[config.mk]
export PLATFORM = sky130hd
export DESIGN_NAME = mux_share_arbiter
export DESIGN_NICKNAME = d
export VERILOG_FILES = /design/src/rtl/mux_share_pkg.sv /design/src/rtl/mux_share_arbiter_rr_pick2.sv /design/src/rtl/mux_share_arbiter.sv
export SDC_FILE = /design/constraint.sdc
export NUM_CORES = 1
export LEC_CHECK = 0
export CAP_MARGIN = 5
export CORE_MARGIN = 8
export CORE_UTILIZATION = 30
export CTS_CLUSTER_DIAMETER = 100
export CTS_CLUSTER_SIZE = 10
export DETAILED_ROUTE_END_ITERATION = 10
export MAX_ROUTING_LAYER = met4
export PLACE_DENSITY = 0.53
export SLEW_MARGIN = 20
export SYNTH_ARGS = -nofsm -noshare
export SYNTH_HDL_FRONTEND = slang
export SYNTH_SLANG_ARGS = --single-unit
[constraint.sdc]
create_clock -name clk -period 3.1 [get_ports clk]
set_input_delay 0.31 -clock clk [delete_from_list [all_inputs] [get_ports clk]]
set_output_delay 0.31 -clock clk [all_outputs]
set_load 0.1 [all_outputs]
[src/rtl/mux_share_pkg.sv]
// Shared types and sizing helpers for the shared-mux arbiter.
package mux_share_pkg;

  typedef enum logic [1:0] {
    IDLE  = 2'b00,
    OWN0  = 2'b01,
    OWN1  = 2'b10,
    GUARD = 2'b11
  } state_t;

  localparam int DEF_MAX_HOLD     = 8;
  localparam int DEF_GUARD_CYCLES = 1;

  // One counter width serves both the hold and the guard counters.
  function automatic int cnt_width(input int max_hold, input int guard_cycles);
    int m;
    m = (max_hold > guard_cycles) ? max_hold : guard_cycles;
    return (m < 2) ? 1 : $clog2(m);
  endfunction

endpackage

[src/rtl/mux_share_arbiter_rr_pick2.sv]
// Two-way round-robin pick: on a tie the side that did not own last wins.
module rr_pick2
  import mux_share_pkg::*;
(
  input  logic req0,
  input  logic req1,
  input  logic last,
  output logic grant_idx,
  output logic any
);

  // Pure combinational pick, shared by the IDLE and GUARD-exit paths.
  always_comb begin
    any       = req0 | req1;
    grant_idx = (req0 & req1) ? ~last : req1;
  end

endmodule

[src/rtl/mux_share_arbiter.sv]
// Shares one 2:1 mux between two requesters. The select only moves on the
// edge that issues a new grant, and every hand-over is padded with guard
// cycles during which the registered output is held at zero.
//
//   state | meaning
//   ------+--------------------------------------------------
//   IDLE  | no owner, z = 0, waiting for a request
//   OWN0  | requester 0 owns the mux, z follows in0
//   OWN1  | requester 1 owns the mux, z follows in1
//   GUARD | post-release quiet time, no grant, z = 0, sel held
module mux_share_arbiter
  import mux_share_pkg::*;
#(
  parameter int DATA_W       = 1,
  parameter int MAX_HOLD     = DEF_MAX_HOLD,
  parameter int GUARD_CYCLES = DEF_GUARD_CYCLES
) (
  input  logic              clk,
  input  logic              reset_n,
  input  logic              req0,
  input  logic              req1,
  input  logic [DATA_W-1:0] in0,
  input  logic [DATA_W-1:0] in1,
  output logic              gnt0,
  output logic              gnt1,
  output logic              sel,
  output logic [DATA_W-1:0] z,
  output logic              busy
);

  localparam int             CNT_W      = cnt_width(MAX_HOLD, GUARD_CYCLES);
  localparam logic [CNT_W-1:0] HOLD_LAST  = CNT_W'(MAX_HOLD - 1);
  localparam logic [CNT_W-1:0] GUARD_LOAD = CNT_W'(GUARD_CYCLES - 1);

  state_t             state, state_nxt;
  logic               last, last_nxt;
  logic               sel_nxt;
  logic [CNT_W-1:0]   hold_cnt, hold_nxt;
  logic [CNT_W-1:0]   guard_cnt, guard_nxt;
  logic [DATA_W-1:0]  z_nxt;
  logic               pick_idx, pick_any;
  logic               forced0, forced1;

  rr_pick2 u_pick (
    .req0      (req0),
    .req1      (req1),
    .last      (last),
    .grant_idx (pick_idx),
    .any       (pick_any)
  );

  // A tenure is cut short only when the other side is actually waiting.
  assign forced0 = (hold_cnt == HOLD_LAST) && req1;
  assign forced1 = (hold_cnt == HOLD_LAST) && req0;

  // Next-state, counter and round-robin pointer logic.
  always_comb begin
    state_nxt = state;
    last_nxt  = last;
    sel_nxt   = sel;
    hold_nxt  = hold_cnt;
    guard_nxt = guard_cnt;
    unique case (state)
      IDLE: begin
        if (pick_any) begin
          state_nxt = pick_idx ? OWN1 : OWN0;
          sel_nxt   = pick_idx;
          hold_nxt  = '0;
        end
      end
      OWN0: begin
        if (!req0 || forced0) begin
          state_nxt = GUARD;
          last_nxt  = 1'b0;
          guard_nxt = GUARD_LOAD;
        end else if (hold_cnt != HOLD_LAST) begin
          hold_nxt = hold_cnt + 1'b1;
        end
      end
      OWN1: begin
        if (!req1 || forced1) begin
          state_nxt = GUARD;
          last_nxt  = 1'b1;
          guard_nxt = GUARD_LOAD;
        end else if (hold_cnt != HOLD_LAST) begin
          hold_nxt = hold_cnt + 1'b1;
        end
      end
      GUARD: begin
        if (guard_cnt == '0) begin
          if (pick_any) begin
            state_nxt = pick_idx ? OWN1 : OWN0;
            sel_nxt   = pick_idx;
            hold_nxt  = '0;
          end else begin
            state_nxt = IDLE;
          end
        end else begin
          guard_nxt = guard_cnt - 1'b1;
        end
      end
      default: state_nxt = IDLE;
    endcase
  end

  // Data for the next cycle: only the owner's input ever reaches z.
  always_comb begin
    z_nxt = '0;
    if (state_nxt == OWN0) z_nxt = in0;
    else if (state_nxt == OWN1) z_nxt = in1;
  end

  // State, counters and registered outputs; reset drops any grant at once.
  always_ff @(posedge clk or negedge reset_n) begin
    if (!reset_n) begin
      state     <= IDLE;
      last      <= 1'b1;
      sel       <= 1'b0;
      hold_cnt  <= '0;
      guard_cnt <= '0;
      gnt0      <= 1'b0;
      gnt1      <= 1'b0;
      busy      <= 1'b0;
      z         <= '0;
    end else begin
      state     <= state_nxt;
      last      <= last_nxt;
      sel       <= sel_nxt;
      hold_cnt  <= hold_nxt;
      guard_cnt <= guard_nxt;
      gnt0      <= (state_nxt == OWN0);
      gnt1      <= (state_nxt == OWN1);
      busy      <= (state_nxt != IDLE);
      z         <= z_nxt;
    end
  end

endmodule

Word-level counts from Yosys, hierarchy flattened:

Cells that the tools add are included.

* bits in registers: 14
* bits of input ports: 6
* output and inout bits: 5
* logic and storage cells: 69

* add/sub/neg operators: 2
* eq/ne operators: 13
* multiplexer cells: 26
* bitwise operators: 3
* reductions and logical operators: 16

Operators with widths (count)
* $mux W3: 8
* $mux W2: 6
* $ne A2 B2 Y1 const B: 6
* $pmux W3 S4: 1
* $pmux W3 S3: 1
* $pmux W2 S4: 1
* $mux W1: 7
* $eq A2 B2 Y1 const B: 3
* $reduce_and A3 Y1: 2
* $reduce_bool A2 Y1: 3
* $eq A2 B1 Y1 const B: 2
* $pmux W1 S2: 2
* $reduce_and A4 Y1: 1
* $add A3 B1 Y3 const B: 1
* $eq A3 B3 Y1 const B: 1
* $logic_not A3 Y1: 1
* $ne A3 B3 Y1 const B: 1
* $reduce_bool A3 Y1: 1
* $sub A3 B1 Y3 const B: 1
* $logic_and A1 B1 Y1: 2
* $logic_not A1 Y1: 2
* $logic_not A2 Y1: 1
* $logic_or A1 B1 Y1: 2
* $reduce_and A2 Y1: 1
* 3 further kinds: 3

Longest topological paths before layout:

* depth after elaboration: 9
* gate-level depth with buffers: 8
* mapped depth without buffers: 8

Cells and area by module:

Synthesis repeated with hierarchy kept, for this count alone.

* cells, all modules: 86
* area total of the unflattened synthesis: 933.4 um^2

By module, submodules not included
* mux_share_arbiter: times used 1, cells an instance 84, area an instance 919.6 um^2
* rr_pick2: times used 1, cells an instance 2, area an instance 13.8 um^2

Worst setup path after synthesis:

Ideal clock, no wire load.

* kind: register to register
* start point: register guard_cnt[0]
* end point: register z
* library setup time: 0.121 ns
* data arrival time: 1.725 ns
* required time: 2.979 ns
* setup slack: 1.254 ns
* cell stages (with the launch flop): 9
* path buffers: 0
* period minus slack after synthesis: 1.846 ns
* cells stage by stage: dfrtp_1 inv_1 ha_1 ha_1 and2b_1 a2111oi_4 o221ai_2 and2_4 a22o_1

* longest elaborated chain between the ends: 6
* elaborated cells on any way between the ends: 7

Ends and longest elaborated chain
* start, declared: RTL line mux_share_arbiter.sv:39 `logic [CNT_W-1:0] guard_cnt, guard_nxt;`
* start signal, assigned: RTL line mux_share_arbiter.sv:130 `guard_cnt <= guard_nxt;`
* $logic_not A3 Y1 (*): RTL line mux_share_arbiter.sv:90 `if (guard_cnt == '0) begin`
* $mux W2 (*): RTL line mux_share_arbiter.sv:90
* $pmux W2 S4 (*): RTL line mux_share_arbiter.sv:63 `unique case (state)`
* net state_nxt[0]: RTL line mux_share_arbiter.sv:35 `state_t state, state_nxt;`
* $eq A2 B2 Y1: RTL line mux_share_arbiter.sv:110 `else if (state_nxt == OWN1) z_nxt = in1;`
* $mux W1: RTL line mux_share_arbiter.sv:110
* $mux W1 (*): RTL line mux_share_arbiter.sv:109 `if (state_nxt == OWN0) z_nxt = in0;`
* net z_nxt: RTL line mux_share_arbiter.sv:40 `logic [DATA_W-1:0] z_nxt;`
* end signal, assigned: RTL line mux_share_arbiter.sv:134 `z <= z_nxt;`
* end, declared: RTL line mux_share_arbiter.sv:27 `output logic [DATA_W-1:0] z,`

Mark *: on every way through the listed nets, which the timed path passes. The rest lies on a longest branch.
A chain may end at the register's enable or synchronous reset.

Worst setup path in the final report:

* start point: register sel
* end point: output port sel

RTL lines
* start, declared: RTL line mux_share_arbiter.sv:26 `output logic sel,`
* start signal, assigned: RTL line mux_share_arbiter.sv:128 `sel <= sel_nxt;`

No word-level cell between the ends.

==> results.md <==
* Status: completed
* Sequential share of the synthesized area at 40.3%
* Synth warn at 0
* WP buf/inv at 1
* Max clock buf depth at 2
* Hold_buf cts at 0
* WL/cell at between 10 and 15 um
* Mapped Cells at 90
* Min cycle time layout at 2.09 ns
* Main synth FF type: dfrtp_1
* Worst-path fanout max at 2
* Syn Area/Cell at 9.70 um2
* Type of origin of the critical path: register
* # IOs at 11
* Crit-path max cell delay at about 1.1 ns
* Fmax at 478 MHz
* DR vias/cell at 4.91
* Design area at a little over 1000 um2
* FF+latch count, synth at 14
* R2R Path End: z
* Clock Sinks at 14
* Largest delay share family, worst path: buffers and inverters
* Top cell type's share of synthesized area at a little under two fifths
* Nets@finish at 118
* Arr. time, crit path at roughly 1.8 ns
* R2r setup slk at ~1.1 ns
* Post-synthesis mux area share at under 10%
* Largest family of logic cells by synthesized area: compound AO/OA/AOI/OAI gates
* Detailed Place HPWL at roughly 1300 um
* Mapped cell area at 873 um2
* Reg clk slew, reported paths at about 0.09 ns
* RSZ-0062 raised after global routing: no
* Clock latency on the worst-skew pair at approximately 0.28 ns
* Vias in the first global route at roughly 660
* Total gr overflow at 0
* Layout overhead on the synthesized area at 18.9%
* MaxCap Viol Count at 0
* Final Max Slew Viols at 0
* Final setup fails at 0
* Htree depth at 1
* Most frequent cells in the layout: 13 x dfrtp_1, 12 x nand2_1, 10 x clkdlybuf4s50_1, 9 x ha_1
* Post-CTS setup buffers at 0
* Setup CP Type: register to output port
* Post-synth EDFFs at 0
* # diodes at 0
* Residual DRC at 0
* Starting DRT DRC Count at 30
* Post-synthesis adder-cell area fraction at approximately an eighth
* CP Cell Sequence: clkdlybuf4s50_1
* Worst slew pin tran at slightly below 1 ns
* Die width at approximately 70 um
* Post-synthesis compound-gate area fraction at 24.6%
* Commonest non-fill, non-tap cell in the layout: dfrtp_1
* Synth Area in Simple Gates at 16.9%
* Layout cells sized above 1 at under 10%
* Core Area at between 2000 and 3000 um2
* Worst r2r path cells at 8
* Post-synthesis xor/xnor area fraction at 0%
* Total CTS buffers at 3
* Resized Gates After CTS at 0
* Worst slew margin at about a third
* Placed Area at ~1000 um2
* Top cells by area, synth: dfrtp_1 37%, ha_1 13%, nand2_1 5.2%
* Antenna violations before repair at 0
* CP startpoint: sel
* Setup TNS at 0 ns
* Period utilisation layout at between 60% and 70%
* Std-Cell Rows at 19
* Final Wtd Congestion at 0.832
* CTS tree: built
* Die Y at between 60 and 70 um
* Via count at about 650
* Critical Path RT at about 2.8 ns
* Routed Antenna Nets at 0
* Min-Delay Path Class: input pin to async pin
* Count of different cell masters after synthesis at 32
* Leading area contributor after synthesis: dfrtp_1
* Initial Utilization at between 30% and 40%
* Die Area at 4890 um2
* Skew final at approximately 0.0066 ns
* Worst path slowest cell: clkdlybuf4s50_1
* CTS root buffer: clkbuf_4
* Final Hold Violating Endpoints at 0
* Crit end category: output port
* I/O Buffers at 10
* First-pass GRT wire length at ~3000 um
* Final wirelength at about 1700 um
* Ys async rst share at 100%
* WP depth at 1
* DRT Pass-1 Iters at 4
* RR Startpoint: guard_cnt[0]
* GRT Total Usage at between 7 and 8%
* Mapped Nets at between 100 and 150
* Largest net degree at the start of global routing at 15
cells by family (layout without fill, tap and decap cells):
family / Yosys count / after routing
AOI/OAI and AO/OA: 28 / 28
adders and majority gates: 9 / 9
buffers and inverters: 9 / 21
DFF: 14 / 14
muxes: 1 / 1
and+or+nand+nor: 29 / 29
cells in the mapped netlist, drive strengths merged, types with 2 or more instances:
cell type	number
dfrtp	13
a21bo	2
nand2	12
a21oi	4
nor2	3
nand2b	6
o21ai	8
buf	2
a31oi	3
a21o	2
nand3	2
ha	9
inv	6
flip-flops by register name (all words and copies together) (netlist names):
| register | cells |
|---|---|
| state | 2 |
| hold_cnt | 3 |
| guard_cnt | 3 |
| gnt0 | 1 |
| last | 1 |
| z | 1 |
| busy | 1 |
| gnt1 | 1 |
| sel | 1 |
stage by stage:
step                      setup WS (ns)  std cells  hold slack, ns  util, %
after CTS                         0.972        133           0.446     37.7
after global routing              0.857        133           0.470     37.7
after floorplan                    1.25         90          0.0144        -
after global placement            0.875        129           0.470     36.3
after detailed placement          0.834        129           0.477     36.3
final                              1.01        133           0.406     37.7
routing by layer:
layer  share of wire, %  up-vias  wire length [um]  track usage (%)
li1                   -      341                 -                -
met1                 50      296               870             9.42
met2                 45       14               770             11.5
met3                4.2        2                72             3.11
met4               0.87        0                15             2.68
met5                  0        -                 0                -
area by class of cell:
cell class,count,area [um2]
flip-flops and latches,14,352
clock buffers,4,36.3
repair buffers,10,100
inverters,7,26.3
fillers,275,1720
multi-input cells,67,485
well taps,31,38.8
how the worst max path moves through the flow:
stage | end | slack (ns)
global placement | z | 0.88
detailed placement | z | 0.83
finish | sel | 1.01
CTS | sel | 0.97
floorplan | z | 1.25
global route | z | 0.86
Power is left out: the tool's default activity adds up to more than one toggle a clock period on the data nets, which glitch-free logic cannot reach.
